<file path="config.mk">
export PLATFORM = sky130hd
export DESIGN_NAME = mcdt_nch
export DESIGN_NICKNAME = d
export VERILOG_FILES = /design/src/rtl/mcdt_nch.sv
export SDC_FILE = /design/constraint.sdc
export NUM_CORES = 2
export LEC_CHECK = 0
export ABC_AREA = 1
export CAP_MARGIN = 20
export CORE_MARGIN = 1
export CORE_UTILIZATION = 49
export CTS_CLUSTER_SIZE = 16
export DETAILED_ROUTE_END_ITERATION = 16
export SYNTH_ARGS = -nofsm -noshare
export SYNTH_HDL_FRONTEND = slang
export SYNTH_SLANG_ARGS = --single-unit
</file>
<file path="constraint.sdc">
create_clock -name clk_i -period 10.43 [get_ports clk_i]
set_input_delay 2.086 -clock clk_i [delete_from_list [all_inputs] [get_ports clk_i]]
set_output_delay 2.086 -clock clk_i [all_outputs]
set_load 0.005 [all_outputs]
</file>
<file path="src/rtl/mcdt_nch.sv">
// Multi-channel data transfer: NUM_CH per-channel FIFOs merged onto one registered
// output stream by a fixed-priority or round-robin arbiter, with enable mask and back-pressure.
module mcdt_nch #(
    parameter int unsigned NUM_CH = 3,
    parameter int unsigned DW     = 32,
    parameter int unsigned DEPTH  = 32,
    localparam int unsigned IW    = (NUM_CH > 2) ? $clog2(NUM_CH) : 1,
    localparam int unsigned MW    = $clog2(DEPTH) + 1
) (
    input  logic                 clk_i,
    input  logic                 rst_i,
    input  logic [NUM_CH*DW-1:0] ch_data_i,
    input  logic [NUM_CH-1:0]    ch_valid_i,
    output logic [NUM_CH-1:0]    ch_ready_o,
    output logic [NUM_CH*MW-1:0] ch_margin_o,
    input  logic [NUM_CH-1:0]    ch_en_i,
    input  logic                 arb_mode_i,
    output logic [DW-1:0]        out_data_o,
    output logic                 out_val_o,
    output logic [IW-1:0]        out_id_o,
    input  logic                 out_ready_i
);

    localparam int unsigned PW = $clog2(DEPTH);

    logic [NUM_CH-1:0] req;
    logic [DW-1:0]     head [NUM_CH];
    logic [IW-1:0]     grant;
    logic [IW-1:0]     grant_fp;
    logic [IW-1:0]     grant_rr;
    logic [IW-1:0]     last;
    logic              load;

    // Per-channel FIFO; the head word is read straight from storage at rd_ptr.
    for (genvar g = 0; g < NUM_CH; g++) begin : g_ch
        logic [DW-1:0] mem [DEPTH];
        logic [PW-1:0] wr_ptr;
        logic [PW-1:0] rd_ptr;
        logic [MW-1:0] count;
        logic          push;
        logic          pop;

        assign push = ch_valid_i[g] & ch_ready_o[g];
        assign pop  = load & (grant == IW'(g));

        always_ff @(posedge clk_i) begin
            if (rst_i) begin
                wr_ptr <= '0;
                rd_ptr <= '0;
                count  <= '0;
            end else begin
                if (push) wr_ptr <= wr_ptr + PW'(1);
                if (pop)  rd_ptr <= rd_ptr + PW'(1);
                case ({push, pop})
                    2'b10:   count <= count + MW'(1);
                    2'b01:   count <= count - MW'(1);
                    default: count <= count;
                endcase
            end
        end

        always_ff @(posedge clk_i) begin
            if (push) mem[wr_ptr] <= ch_data_i[g*DW +: DW];
        end

        assign head[g]                 = mem[rd_ptr];
        assign ch_ready_o[g]           = (count != MW'(DEPTH));
        assign ch_margin_o[g*MW +: MW] = MW'(DEPTH) - count;
        assign req[g]                  = (count != '0) & ch_en_i[g];
    end

    // Both arbiters are evaluated every cycle; arb_mode_i picks one at load time.
    always_comb begin
        int unsigned idx;
        logic        found;
        grant_fp = '0;
        grant_rr = '0;
        idx      = 0;
        found    = 1'b0;
        for (int unsigned i = NUM_CH; i > 0; i--) begin
            if (req[IW'(i - 1)]) grant_fp = IW'(i - 1);
        end
        for (int unsigned k = 1; k <= NUM_CH; k++) begin
            idx = (32'(last) + k) % NUM_CH;
            if (!found && req[IW'(idx)]) begin
                grant_rr = IW'(idx);
                found    = 1'b1;
            end
        end
    end

    assign grant = arb_mode_i ? grant_rr : grant_fp;
    assign load  = (!out_val_o | out_ready_i) & (|req);

    // Single output register; held while the consumer stalls.
    always_ff @(posedge clk_i) begin
        if (rst_i) begin
            out_val_o  <= 1'b0;
            out_data_o <= '0;
            out_id_o   <= '0;
            last       <= IW'(NUM_CH - 1);
        end else if (load) begin
            out_val_o  <= 1'b1;
            out_data_o <= head[grant];
            out_id_o   <= grant;
            last       <= grant;
        end else if (out_val_o && out_ready_i) begin
            out_val_o  <= 1'b0;
        end
    end

endmodule

</file>
==> reports/results.tsv <==
stage	metric	value	unit
global_route	largest net degree at the start of global routing	248	
setup_path	Worst Path Arrival	6.81	ns
timing	fin worst setup slack	4.45	ns
setup_path	Crit Path Max Fanout	66	
outcome	outcome	complete, no violations	
yosys	Synth Warn #	0	
timing	final critical-path required period	5.98	ns
clock_network	H-tree depth	5	
route	WL per Instance	27.6	um
pwr	Seq pwr share	41.7	%
yosys	most common cell in the netlist	edfxtp_1	
pwr	switching pwr	11.4	mW
yosys	post-synthesis sequential area ratio	74.8	%
cells_and_area	FF/Latch Area	94300	sq um
yosys	Primary FF master, synth	edfxtp_1	
cells_and_area	Fill cells	20500	
pwr	clock share of power	32.9	%
cells_and_area	Final #Nets	10000	
yosys	share of the synthesized area in the top cell type	73.2	%
cells_and_area	layout cells sized above 1	7.99	%
yosys	syn nets	10000	
pwr	P per Cell Area	244	nW/um^2
pwr	Logic pwr share	25.3	%
setup_path	required time worst endpoint	11.25	ns
yosys	FFs w/ async S/R, synth	0	%
floorplan	IO Count	162	
floorplan	Initial Utilization	49.4	%
global_route	initial antenna violation count	27	
place	PortBufs	161	
yosys	most frequent cells after synthesis	3072 x edfxtp_1, 1500 x nand2_1, 1234 x nor2_1	
setup_path	CP Cell Sequence	clkdlybuf4s50_1, nand2_2, nand3_1, nand2_2, nor2_4, nand3_1, nand2_2, nand3_4, nand2_4, nand3_1, inv_1, ha_1, xnor2_1, inv_1, ha_1, or2_2, a21oi_1, o31ai_1, xnor2_1, o21ai_0, inv_1	
floorplan	row cnt	185	
clock_network	postcts setup bufs	0	
global_route	GRT Resource Usage Total	28.3	%
pwr	total power	34.7	mW
yosys	EDFF count, synth	3072	
clock_network	CTS root buf	clkbuf_16	
route	Starting DRT DRC Count	10100	
pwr	Peak VDD IR	0.000390	V
min_path	HP Class	flip-flop to flip-flop	
pwr	LEAKAGE	46.9	nW
setup_path	slowest library cell on the worst path	nand2_4	
route	DRC	0	
min_path	hold_sp	out_data_o[2]	
timing	Min Hold Slack	0.463	ns
floorplan	Die ar.	259000	sq um
place	DP Worst Slack	3.59	ns
timing	RSZ-0062 raised after global routing	no	
floorplan	total core area	255000	sq um
floorplan	Die Wd	509	um
global_route	vias in the first global route	77600	
place	DP Wirelength	195	mm
clock_network	CTS Buffer Depth	4	
pwr	Int Power	23.3	mW
setup_path	CP Launch Type	input port	
yosys	Synth Register Bits	3171	
pwr	Net Sw Frac	32.9	%
place	GPL Wtd Cong	0.865	
route	detailed-route via count	82700	
timing	worst-margin pin slew	1.43	ns
setup_path	crit end category	flip-flop	
timing	Max Clock Freq	167	MHz
route	Pre-antenna DRT Iters	6	
setup_path	Worst path max stage delay	0.70	ns
floorplan	Die H	509	um
clock_network	Clock Latency Late Sink	0.94	ns
flow_run	max cap viols	0	
timing	Final TNS setup	0	ns
yosys	top cells by area, synth	edfxtp_1 73%, o21ai_0 4.5%, nand2_1 4.5%	
cells_and_area	multi-input logic area	29100	sq um
timing	Max Slew Vio Count	0	
timing	# setup viols final	0	
clock_network	CTS clk-pin slew, worst paths	0.06	ns
yosys	Post-Syn Instances	9869	
global_route	GRT Residual Overflow	0	
route	Via-to-Cell Ratio	6.12	
yosys	Mean Syn Cell Area	12.8	sq um
setup_path	beginning of the critical path	ch_en_i[0]	
clock_network	clock sinks	3171	
route	final wirelength	373	mm
yosys	top cell type by total area after synthesis	edfxtp_1	
setup_path	Setup Crit Path Kind	input port to flip-flop	
timing	clk_skew	0.0457	ns
clock_network	CTS tree	built	
route	number of routed nets with antenna violations	0	
clock_network	Num CTS Buffers	340	
cells_and_area	Area Overhead vs Synth	13.1	%
timing	Rel. slew slack	4.70	%
yosys	Unique masters post-synth	41	
timing	Final Hold Fails	0	
global_route	first-pass GRT wire length	535	mm
yosys	synthesized area	126000	sq um
clock_network	CTS Hold Bufs	0	
timing	Period Utilization, post-route	57.4	%
setup_path	worst r2r src	g_ch[1].count[0]	
clock_network	# resized after CTS	0	
[state kept, by name, summed over array words and instances, names as in the netlist, named ones only]
| name | cells |
|---|---|
| g_ch.count | 18 |
| out_id_o | 2 |
| g_ch.wr_ptr | 15 |
| g_ch.mem | 3072 |
| last | 1 |
| out_val_o | 1 |
| g_ch.rd_ptr | 15 |
| out_data_o | 32 |
[path summary, 6_finish.rpt]
kind	endpoint	slack, ns	cells after the start
worst min register to register	out_data_o[2]	0.46	2
worst max-delay path	g_ch[0].count[4]	4.45	21
worst max register to register	g_ch[0].count[4]	5.04	23
worst min-delay path	out_data_o[2]	0.46	2
[layer usage]
| layer | share of wire [%] | up-vias | track usage (%) |
|---|---|---|---|
| met4 | 3.9 | 20 | 10.6 |
| li1 | - | 36500 | - |
| met5 | 0.037 | - | 0 |
| met2 | 46 | 3875 | 44.2 |
| met1 | 42 | 41600 | 40.2 |
| met3 | 8.2 | 771 | 4.40 |
[power by group through the flow]
stage | Combinational, mW | Sequential (mW) | Clock, mW
3_3_place_gp | 8.52 | 14.8 | 0
3_5_place_dp | 8.64 | 14.8 | 0
6_report | 8.81 | 14.5 | 11.4
2_1_floorplan | 5.84 | 14.5 | 0
5_1_grt | 9.61 | 14.5 | 12.0
4_1_cts | 8.67 | 14.5 | 11.6
[cell usage in the layout (no fill, tap or decap), types with 9 or more instances in the layout]
cell type | synthesis | layout
clkinv_2 | 0 | 47
a21oi_1 | 285 | 285
o221ai_1 | 398 | 398
buf_4 | 24 | 168
clkbuf_16 | 0 | 353
o21ai_0 | 1144 | 1144
clkbuf_1 | 452 | 87
ha_1 | 29 | 29
o211ai_1 | 76 | 76
dfxtp_4 | 0 | 12
dfxtp_1 | 99 | 84
inv_1 | 96 | 89
xnor2_1 | 21 | 21
buf_16 | 0 | 28
nor2_1 | 1234 | 1142
clkinv_1 | 3 | 69
clkdlybuf4s50_1 | 0 | 160
diode_2 | 0 | 11
clkbuf_8 | 0 | 9
nor2_4 | 5 | 97
o21ai_1 | 24 | 24
and2_1 | 11 | 11
nand2_1 | 1500 | 1498
o22ai_1 | 78 | 78
bufinv_16 | 0 | 21
nand3_1 | 1002 | 1002
edfxtp_1 | 3072 | 3072
or2_2 | 9 | 10
o31ai_1 | 22 | 22
[per-stage QoR]
stage	instances	utilization, %	area, sq um
after detailed placement	12900	51.4	131000
final	13500	55.9	142000
after global placement	12900	51.4	131000
after floorplan	9869	-	126000
after global routing	13500	55.9	142000
after CTS	13500	55.5	141000
[worst max-delay path, delay by kind of cell]
kind	cells	cell delay [ns]
adders and majority gates	2	0.56
and+or+nand+nor	10	2.29
AOI/OAI and AO/OA	3	0.44
buffers and inverters	4	1.04
xor gates and xnor gates	2	0.30
[logic make-up after synthesis]
family,Yosys count,synth area share (%)
AOI/OAI and AO/OA,2039,9.58
adders and majority gates,29,0.288
xor gates and xnor gates,29,0.202
and+or+nand+nor,3795,12.5
buffers and inverters,806,2.69
DFF,3171,74.8
[area by class of cell]
type                    count  share of cell area (%)
diodes                     11                  0.0193
clock buffers             441                    6.38
clock inverters           146                   0.863
inverters                 106                   0.314
multi-input cells        5892                    20.4
flip-flops and latches   3171                    66.2
well taps                3366                    2.96
repair buffers            378                    2.86
Note: power is estimated with default switching activity, not from simulation.
